### src/rtl/fill_scheduler_if.sv
// Job, fill-unit and completion signals between the triangle setup stage,
// the scanline fill unit, the frame controller and fill_scheduler.
interface fill_scheduler_if #(
  parameter int ID_W = 4
);
  logic            abort;
  logic            job_valid;
  logic            job_ready;
  logic [8:0]      job_ymin;
  logic [8:0]      job_ymax;
  logic [ID_W-1:0] job_id;
  logic            fill_start;
  logic [8:0]      fill_row;
  logic            fill_done;
  logic            busy;
  logic            tri_done;
  logic [ID_W-1:0] tri_done_id;
  logic [9:0]      tri_done_rows;
  logic            timeout_err;

  modport slave (
    input  abort, job_valid, job_ymin, job_ymax, job_id, fill_done,
    output job_ready, fill_start, fill_row, busy, tri_done, tri_done_id,
           tri_done_rows, timeout_err
  );

  modport master (
    output abort, job_valid, job_ymin, job_ymax, job_id, fill_done,
    input  job_ready, fill_start, fill_row, busy, tri_done, tri_done_id,
           tri_done_rows, timeout_err
  );
endinterface

### src/rtl/fill_scheduler.sv
// Buffers triangle fill jobs and walks the fill unit over each triangle's
// rows one at a time, with a per-row watchdog and per-triangle completion.
module fill_scheduler #(
  parameter int DEPTH   = 4,
  parameter int ID_W    = 4,
  parameter int MAX_ROW = 479,
  parameter int TIMEOUT = 2048,
  parameter int TO_W    = 12
) (
  input logic             clk,
  input logic             n_rst,
  fill_scheduler_if.slave bus
);
  localparam int AW    = $clog2(DEPTH);
  localparam int CNT_W = AW + 1;

  typedef struct packed {
    logic [8:0]      ymin;
    logic [8:0]      ymax;
    logic [ID_W-1:0] id;
  } job_t;

  typedef enum logic [2:0] {IDLE, LOAD, ISSUE, WAIT, NEXT, FINISH} state_t;

  job_t             mem_q [DEPTH];
  logic [AW-1:0]    wr_ptr_q, rd_ptr_q;
  logic [CNT_W-1:0] cnt_q;
  logic             job_ready, push, pop;
  job_t             head;
  logic [8:0]       ymax_clamp;

  state_t           state_q;
  logic [8:0]       cur_q, ymax_q;
  logic [ID_W-1:0]  id_q;
  logic [9:0]       rows_q;
  logic [TO_W-1:0]  wd_q;
  logic             fill_start_q, tri_done_q, timeout_err_q;
  logic [8:0]       fill_row_q;
  logic [ID_W-1:0]  tri_done_id_q;
  logic [9:0]       tri_done_rows_q;

  // Ready comes from the registered count only, so it never depends on pop.
  assign job_ready  = (cnt_q != CNT_W'(DEPTH));
  assign push       = bus.job_valid && job_ready && !bus.abort;
  assign pop        = (state_q == LOAD) && !bus.abort;
  assign head       = mem_q[rd_ptr_q];
  assign ymax_clamp = (head.ymax > 9'(MAX_ROW)) ? 9'(MAX_ROW) : head.ymax;

  always_ff @(posedge clk) begin
    if (push) mem_q[wr_ptr_q] <= '{ymin: bus.job_ymin, ymax: bus.job_ymax, id: bus.job_id};
  end

  always_ff @(posedge clk or negedge n_rst) begin
    if (!n_rst) begin
      wr_ptr_q <= '0;
      rd_ptr_q <= '0;
      cnt_q    <= '0;
    end else if (bus.abort) begin
      wr_ptr_q <= '0;
      rd_ptr_q <= '0;
      cnt_q    <= '0;
    end else begin
      if (push) wr_ptr_q <= wr_ptr_q + 1'b1;
      if (pop)  rd_ptr_q <= rd_ptr_q + 1'b1;
      case ({push, pop})
        2'b10:   cnt_q <= cnt_q + 1'b1;
        2'b01:   cnt_q <= cnt_q - 1'b1;
        default: cnt_q <= cnt_q;
      endcase
    end
  end

  // Pulse outputs default low every cycle; the watchdog counts cycles since fill_start.
  always_ff @(posedge clk or negedge n_rst) begin
    if (!n_rst) begin
      state_q         <= IDLE;
      cur_q           <= '0;
      ymax_q          <= '0;
      id_q            <= '0;
      rows_q          <= '0;
      wd_q            <= '0;
      fill_start_q    <= 1'b0;
      fill_row_q      <= '0;
      tri_done_q      <= 1'b0;
      tri_done_id_q   <= '0;
      tri_done_rows_q <= '0;
      timeout_err_q   <= 1'b0;
    end else begin
      fill_start_q    <= 1'b0;
      tri_done_q      <= 1'b0;
      tri_done_id_q   <= '0;
      tri_done_rows_q <= '0;
      timeout_err_q   <= 1'b0;
      if (bus.abort) begin
        state_q <= IDLE;
      end else begin
        case (state_q)
          IDLE: if (cnt_q != '0 || push) state_q <= LOAD;
          LOAD: begin
            cur_q  <= head.ymin;
            ymax_q <= ymax_clamp;
            id_q   <= head.id;
            wd_q   <= '0;
            if (head.ymin > ymax_clamp) begin
              rows_q          <= '0;
              tri_done_q      <= 1'b1;
              tri_done_id_q   <= head.id;
              tri_done_rows_q <= '0;
              state_q         <= FINISH;
            end else begin
              rows_q       <= 10'd1;
              fill_start_q <= 1'b1;
              fill_row_q   <= head.ymin;
              state_q      <= ISSUE;
            end
          end
          ISSUE: begin
            wd_q    <= wd_q + 1'b1;
            state_q <= WAIT;
          end
          WAIT: begin
            wd_q <= wd_q + 1'b1;
            if (bus.fill_done) begin
              state_q <= NEXT;
            end else if (wd_q == TO_W'(TIMEOUT - 1)) begin
              timeout_err_q <= 1'b1;
              state_q       <= NEXT;
            end
          end
          NEXT: begin
            if (cur_q == ymax_q) begin
              tri_done_q      <= 1'b1;
              tri_done_id_q   <= id_q;
              tri_done_rows_q <= rows_q;
              state_q         <= FINISH;
            end else begin
              cur_q        <= cur_q + 9'd1;
              fill_row_q   <= cur_q + 9'd1;
              fill_start_q <= 1'b1;
              rows_q       <= rows_q + 10'd1;
              wd_q         <= '0;
              state_q      <= ISSUE;
            end
          end
          FINISH:  state_q <= (cnt_q != '0) ? LOAD : IDLE;
          default: state_q <= IDLE;
        endcase
      end
    end
  end

  assign bus.job_ready     = job_ready;
  assign bus.fill_start    = fill_start_q;
  assign bus.fill_row      = fill_row_q;
  assign bus.busy          = (state_q != IDLE) || (cnt_q != '0);
  assign bus.tri_done      = tri_done_q;
  assign bus.tri_done_id   = tri_done_id_q;
  assign bus.tri_done_rows = tri_done_rows_q;
  assign bus.timeout_err   = timeout_err_q;
endmodule

### src/flat_wrapper.sv
// flat-port wrapper written by rule: the top's interface ports become plain ports
module fill_scheduler_flat 
#(
  parameter int DEPTH   = 4,
  parameter int ID_W    = 4,
  parameter int MAX_ROW = 479,
  parameter int TIMEOUT = 2048,
  parameter int TO_W    = 12
)
  (clk, n_rst, bus_abort, bus_job_valid, bus_job_ymin, bus_job_ymax, bus_job_id, bus_fill_done, bus_job_ready, bus_fill_start, bus_fill_row, bus_busy, bus_tri_done, bus_tri_done_id, bus_tri_done_rows, bus_timeout_err);
  fill_scheduler_if #(.ID_W(ID_W)) bus_i ();
  input logic clk;
  input logic n_rst;
  input wire logic [$bits(bus_i.abort)-1:0] bus_abort;
  input wire logic [$bits(bus_i.job_valid)-1:0] bus_job_valid;
  input wire logic [$bits(bus_i.job_ymin)-1:0] bus_job_ymin;
  input wire logic [$bits(bus_i.job_ymax)-1:0] bus_job_ymax;
  input wire logic [$bits(bus_i.job_id)-1:0] bus_job_id;
  input wire logic [$bits(bus_i.fill_done)-1:0] bus_fill_done;
  output wire logic [$bits(bus_i.job_ready)-1:0] bus_job_ready;
  output wire logic [$bits(bus_i.fill_start)-1:0] bus_fill_start;
  output wire logic [$bits(bus_i.fill_row)-1:0] bus_fill_row;
  output wire logic [$bits(bus_i.busy)-1:0] bus_busy;
  output wire logic [$bits(bus_i.tri_done)-1:0] bus_tri_done;
  output wire logic [$bits(bus_i.tri_done_id)-1:0] bus_tri_done_id;
  output wire logic [$bits(bus_i.tri_done_rows)-1:0] bus_tri_done_rows;
  output wire logic [$bits(bus_i.timeout_err)-1:0] bus_timeout_err;
  assign bus_i.abort = bus_abort;
  assign bus_i.job_valid = bus_job_valid;
  assign bus_i.job_ymin = bus_job_ymin;
  assign bus_i.job_ymax = bus_job_ymax;
  assign bus_i.job_id = bus_job_id;
  assign bus_i.fill_done = bus_fill_done;
  assign bus_job_ready = bus_i.job_ready;
  assign bus_fill_start = bus_i.fill_start;
  assign bus_fill_row = bus_i.fill_row;
  assign bus_busy = bus_i.busy;
  assign bus_tri_done = bus_i.tri_done;
  assign bus_tri_done_id = bus_i.tri_done_id;
  assign bus_tri_done_rows = bus_i.tri_done_rows;
  assign bus_timeout_err = bus_i.timeout_err;
  fill_scheduler #(.DEPTH(DEPTH), .ID_W(ID_W), .MAX_ROW(MAX_ROW), .TIMEOUT(TIMEOUT), .TO_W(TO_W)) u_core (.clk(clk), .n_rst(n_rst), .bus(bus_i));
endmodule
### config.mk
export PLATFORM = sky130hd
export DESIGN_NAME = fill_scheduler_flat
export DESIGN_NICKNAME = d
export VERILOG_FILES = /design/src/rtl/fill_scheduler_if.sv /design/src/rtl/fill_scheduler.sv /design/src/flat_wrapper.sv
export SDC_FILE = /design/constraint.sdc
export NUM_CORES = 1
export LEC_CHECK = 0
export CELL_PAD_IN_SITES_DETAIL_PLACEMENT = 1
export CELL_PAD_IN_SITES_GLOBAL_PLACEMENT = 2
export CORE_AREA = 4 4 131 133
export CTS_BUF_LIST = sky130_fd_sc_hd__clkbuf_4
export DETAILED_ROUTE_END_ITERATION = 10
export DIE_AREA = 0 0 135 137
export GPL_TIMING_DRIVEN = 0
export HOLD_SLACK_MARGIN = 0.08
export PLACE_DENSITY_LB_ADDON = 0.1
export SYNTH_ARGS = -nofsm -noshare
export SYNTH_HDL_FRONTEND = slang
export SYNTH_SLANG_ARGS = --single-unit
### constraint.sdc
create_clock -name clk -period 6.1 [get_ports clk]
set_input_delay 0.915 -clock clk [delete_from_list [all_inputs] [get_ports clk]]
set_output_delay 0.915 -clock clk [all_outputs]
set_load 0.005 [all_outputs]
# Yosys cells after proc, flatten, opt, wreduce, memory -nomap -nowiden
# Memory sizes are Yosys's and may differ from the RTL's.
# Index checks and enable logic that the tools add are counted.
word_totals:
  input_bits: 27
  n_memories: 1
  mem_bits_rw: 88
  elab_cells: 105
  out_inout_bits: 28
  register_bits: 80
op_classes:
  eq_ne: 14
  n_lt_le_gt_ge: 2
  reduce_logical: 20
  n_mux: 45
  bitwise_logic: 1
  addsub: 7
mem_list:
  columns: ["memory", "depth", "word_bits", "read_ports", "rd_clocked_by_memory_dff", "write_ports", "line", "source"]
  rows:
  - ["u_core.mem_q", 4, 22, 1, 0, 1, "fill_scheduler.sv:25", "job_t mem_q [DEPTH];"]
ops:
  columns: ["op", "count"]
  rows:
  - ["$mux 10", 4]
  - ["$pmux 12 s3", 1]
  - ["$pmux 9 s2", 2]
  - ["$mux 9", 3]
  - ["$mux 3", 7]
  - ["$pmux 10 s2", 1]
  - ["$pmux 3 s6", 1]
  - ["$mux 1", 14]
  - ["$add 12x1->12 const B", 1]
  - ["$eq 12x11->1 const B", 1]
  - ["$mux 12", 1]
  - ["$mux 4", 3]
  - ["$reduce_bool 3->1", 4]
  - ["$add 10x1->10 const B", 1]
  - ["$add 9x1->9 const B", 1]
  - ["$eq 9x9->1", 1]
  - ["$gt 9x9->1", 1]
  - ["$gt 9x9->1 const B", 1]
  - ["$mux 2", 4]
  - ["$pmux 4 s2", 1]
  - ["$eq 3x2->1 const B", 2]
  - ["$eq 3x3->1 const B", 2]
  - ["$pmux 3 s2", 1]
  - ["$reduce_and 3->1", 2]
  - ["20 further kinds", 29]

# Longest topological paths before layout
logic_depth:
  word_depth: 7
  ltp_mapped: 12
  ltp_nobuf: 11

# Worst setup path after synthesis
# OpenSTA, ideal clock, no wires.
synth_path:
  path_type: "flip-flop to flip-flop"
  startpoint: "register u_core.rd_ptr_q[0]"
  endpoint: "register u_core.fill_row_q[2], in the netlist u_core.bus.fill_row[2]"
  required_ns: 5.975
  slack_ns: 2.794
  arrival_time_ns: 3.181
  n_path_buf: 3
  stages_incl_launch_ff: 13
  setup_time_ns: 0.125
  synth_period_minus_slack_ns: 3.306
  path_cell_list: "dfrtp_1 buf_2 buf_2 buf_4 mux4_2 nor2_1 ha_1 a21o_1 a21oi_1 a21boi_0 o21ai_0 o21ai_4 mux2_4"
synth_between:
  elab_chain_len: 6
  elab_cells_between_ends: 8
  cone_classes: "order compare (2); eq/ne (1); mux (3); reduce/logical (1); memory (1)"
synth_rtl:
  columns: ["element", "line", "source"]
  rows:
  - ["start, declared", "fill_scheduler.sv:26", "logic [AW-1:0] wr_ptr_q, rd_ptr_q;"]
  - ["start signal, assigned", "fill_scheduler.sv:64", "if (pop) rd_ptr_q <= rd_ptr_q + 1'b1;"]
  - ["$mem_v2 4x22 *", null, null]
  - ["$gt 9x9->1", "fill_scheduler.sv:47", "assign ymax_clamp = (head.ymax > 9'(MAX_ROW)) ? 9'(MAX_ROW) : head.ymax;"]
  - ["$mux 9", "fill_scheduler.sv:47", null]
  - ["$gt 9x9->1", "fill_scheduler.sv:104", "if (head.ymin > ymax_clamp) begin"]
  - ["$ne 2x2->1 (no source line)", null, null]
  - ["$reduce_and 4->1 (no source line)", null, null]
  - ["end signal, assigned", "fill_scheduler.sv:113", "fill_row_q <= head.ymin;"]
  - ["end signal, assigned", "fill_scheduler.sv:138", "fill_row_q <= cur_q + 9'd1;"]
  - ["end, declared", "fill_scheduler.sv:38", "logic [8:0] fill_row_q;"]
# Every way passes the cells marked *; elsewhere a longest branch is shown, timed or not. The select of a mux whose other input is x is not followed.
# A chain may end at the register's enable or synchronous reset.

# Worst setup path in the final report
layout_path:
  startpoint: "register u_core.rd_ptr_q[1]"
  endpoint: "register u_core.fill_row_q[6], in the netlist u_core.bus.fill_row[6]"
# Same word-level chain as after synthesis.

==> impl_summary.md <==
Die
The floorplan step defined a core boundary enclosing 15,800 um^2. In this run the count of I/O pins placed on the die edge is 55. The floorplan has 46 rows. The effective utilization at floorplan is 0.466.

The overall die width is 135 um. From bottom edge to top edge, the die measures 137 um. The full die area is 18,500 um^2.

Clocking
The number of setup buffers added after CTS is 0. Clock-pin slew was measured on the worst setup and hold paths at 140 ps. The number of resized instances in the post-cts repair step is 0. The clock reaches the later pin of the worst-skew pair after 590 ps. The level count of the clock H-tree is 4. The maximum buffer depth of the clock tree is 2.

TritonCTS built the clock tree. The clock tree root driver cell is clkbuf_4. The number of buffers inserted by hold repair at cts is 0. TritonCTS created 17 clock buffers.

The clock drives 168 sinks.

Synth
For this run, the leading register cell type out of synthesis is edfxtp_1. Of all flip-flops after synthesis, the portion carrying an async set or reset was 0.476. The number of enable-type register cells in the synthesized netlist is 88. The number of cells produced by synthesis is 526. The net count of the mapped netlist is 570.

The post-synthesis sequential area ratio is 0.630. The per-instance average area after synthesis is 14.0 um^2. The unique cell type count in the Yosys netlist is 60. The Yosys step of the flow raised 0 warnings. Synthesis inferred 168 register bits.

The netlist area before placement is 7380 um^2.

Timing
In the finished design, the share of the clock period the worst path needs comes to 0.646. The time the worst path needs with I/O delays and setup is 3940 ps. The final clock skew is 24.9 ps. Setup violations remaining at the end of the flow were counted as 0. The fmax is 254 MHz. The transition at the pin with the smallest max-transition slack is 1180 ps.

The sum of negative setup slack is 0 ps. The number of endpoints with negative hold slack in the final report is 0. The count of pins over their slew limit came to 0.

Setup repair after global routing left no endpoint under its margin. The final hold slack is 295 ps. The headroom to the max-slew limit is 0.214.

Once routing completed, OpenROAD measured the worst setup slack at 2160 ps.

Cells and area
Leaving out fill and tap cells, the most frequent cells in the layout are edfxtp_1 (88), dfrtp_1 (80), clkdlybuf4s50_1 (52). The area of combinational cells with multiple inputs is 2570 um^2. The filler cell count in the final layout is 1,569. The most common library cell in the layout ignoring fill and taps is edfxtp_1. The area taken by flip-flops and latches is 4640 um^2. The fraction of final layout cells with drive strength greater than 1 is 0.158. Relative to the synthesized area, the layout overhead comes to 15.6%. The net count reported at finish is 643.

Setup path
By startpoint and endpoint, the worst setup path is classified as reg2reg. The data required time at the worst endpoint is 6570 ps. Along the worst path, the maximum fanout reaches 10. At the worst endpoint, the arrival time is 4410 ps. The endpoint kind of the worst setup timing path is a register.

STA classifies the critical path startpoint as a register.

Drt
After detailed routing, the total wire length is 15,800 um. The count of nets left with antenna violations once routing finished came out at 0. The DRC violation count after routing is 0. The post-detailed-route via-to-cell ratio is 5.34. The DRC marker count from the first detailed-route iteration is 178. The per-cell routed wire length is 19.1 um. The first-pass iteration count of the detailed router is 6. Detailed routing inserted a total of 4,423 vias.

Placed design
Before CTS, the worst setup slack after placement is 2160 ps. The count of buffers inserted at the top-level ports is 53. The weighted congestion reported at the end of routability-driven placement is 0.755. The HPWL after detailed placement is 11,300 um.

Global routing
The first global-routing pass estimated 26,100 um of wire. Across every metal layer, demand over resource in global routing totals 0.186. The largest net degree at the start of global routing is 43. The via count of the first global-routing pass was 4,830. The total congestion overflow after global routing is 0.

The initial antenna violation count was 0.

Pwr
The analysis attributes to cell leakage a power of 3.33 nW. IR analysis of the VDD net gives a maximum drop of 251 uV. Dividing total power by cell area gives a power density of 400 nW/um^2. The total power after layout is 3.41 mW.

Flow run
The tool flagged a number of max-cap violations equal to 0.

Run status
The run finished with clean final reports.

Min path
The worst min-delay path category is in2async.
[final cells by class]
| class | count | share of cell area |
|---|---|---|
| Antenna cell | 1 | 0.000293 |
| Buffer | 21 | 0.0147 |
| Clock buffer | 19 | 0.0167 |
| Clock inverter | 13 | 0.0210 |
| Inverter | 9 | 0.00396 |
| Multi-Input combinational cell | 328 | 0.302 |
| Sequential cell | 168 | 0.545 |
| Tap cell | 216 | 0.0317 |
| Timing Repair Buffer | 54 | 0.0652 |
[final timing paths]
path	start	endpoint	slack [ps]	depth (start not counted)
setup reg to reg	u_core.rd_ptr_q[1]	u_core.bus.fill_row[6]	2160	11
hold / removal	n_rst	u_core.bus.tri_done_rows[6]	290	1
min in group clk	u_core.wd_q[11]	u_core.bus.timeout_err	500	1
max in group asynchronous	n_rst	u_core.cur_q[5]	5210	2
setup / recovery	u_core.rd_ptr_q[1]	u_core.bus.fill_row[6]	2160	11
hold reg to reg	u_core.wd_q[11]	u_core.bus.timeout_err	500	1
[cell families (layout without fill, tap and decap cells)]
group	count (synthesis)	in the layout	share of synthesized area
mux	40	40	0.0977
buf+inv	30	116	0.0215
flops	168	168	0.630
fa+ha+maj	17	17	0.0299
xor+xnor	37	37	0.0439
simple gates	180	180	0.130
other cells	0	1	0
compound gates	54	54	0.0475
[power breakdown]
part	leakage (nW)	total (mW)	internal [mW]	switching (mW)
Combinational	1.31	1.17	0.550	0.618
Clock	0.177	0.716	0.307	0.409
Sequential	1.84	1.52	1.38	0.142
[critical path: stages (launching register included)]
cell and delay, ps:
dfrtp_1 510, clkbuf_1 580, buf_2 410, mux4_2 350, nor2_1 160, ha_1 270, a21o_1 180, a21oi_1 150
a21boi_0 120, o21ai_0 490, o21ai_4 240, mux2_4 350
[sequential cells by signal, summed over array words and instances (netlist names)]
| name | flops |
|---|---|
| u_core.id_q | 4 |
| u_core.cnt_q | 3 |
| u_core.state_q | 3 |
| u_core.wr_ptr_q | 2 |
| u_core.cur_q | 9 |
| u_core.bus.fill_row | 9 |
| u_core.wd_q | 12 |
| u_core.bus.fill_start | 1 |
| u_core.mem_q | 88 |
| u_core.bus.tri_done_id | 4 |
| u_core.bus.tri_done | 1 |
| u_core.bus.timeout_err | 1 |
| u_core.bus.tri_done_rows | 10 |
| u_core.rd_ptr_q | 2 |
| u_core.ymax_q | 9 |
| u_core.rows_q | 10 |
[synth_stat cells, drive strengths merged (2+ instances only)]
cell type | instances | area share
or3 | 3 | 0.0025
a31oi | 4 | 0.0034
inv | 9 | 0.0046
nor4b | 3 | 0.0044
mux4 | 22 | 0.067
and3 | 11 | 0.0093
nand2 | 44 | 0.023
nor2b | 2 | 0.0017
mux2 | 15 | 0.026
mux2i | 3 | 0.0041
o21ai | 15 | 0.012
a211oi | 3 | 0.0031
nand2b | 2 | 0.0017
ha | 16 | 0.027
a21oi | 14 | 0.0095
nor2 | 51 | 0.030
nand3 | 12 | 0.0081
edfxtp | 88 | 0.36
xor2 | 13 | 0.015
or2 | 2 | 0.0017
nand3b | 2 | 0.0020
or4 | 2 | 0.0020
buf | 15 | 0.014
dfrtp | 80 | 0.27
o22a | 2 | 0.0024
nor4 | 3 | 0.0046
a22oi | 4 | 0.0041
nand4 | 9 | 0.0076
xnor2 | 24 | 0.028
and4 | 4 | 0.0047
nor3 | 11 | 0.0097
clkbuf | 6 | 0.0031
o211ai | 2 | 0.0020
and2 | 16 | 0.014
nor3b | 2 | 0.0020
[metal layers]
metal | track usage | wire length, um | up-vias
met5 | 0 | 0 | -
met4 | 0.0504 | 276 | 0
met3 | 0.0430 | 590 | 16
met2 | 0.323 | 8140 | 75
met1 | 0.235 | 6840 | 2252
li1 | - | - | 2080
[per-stage QoR]
stage	util	cell area (um^2)	cells
floorplan	-	7380	526
global placement	0.517	8180	795
detailed placement	0.518	8200	796
CTS	0.539	8520	828
global route	0.539	8520	828
finish	0.539	8530	829
Power figures use the tool's default switching activity.
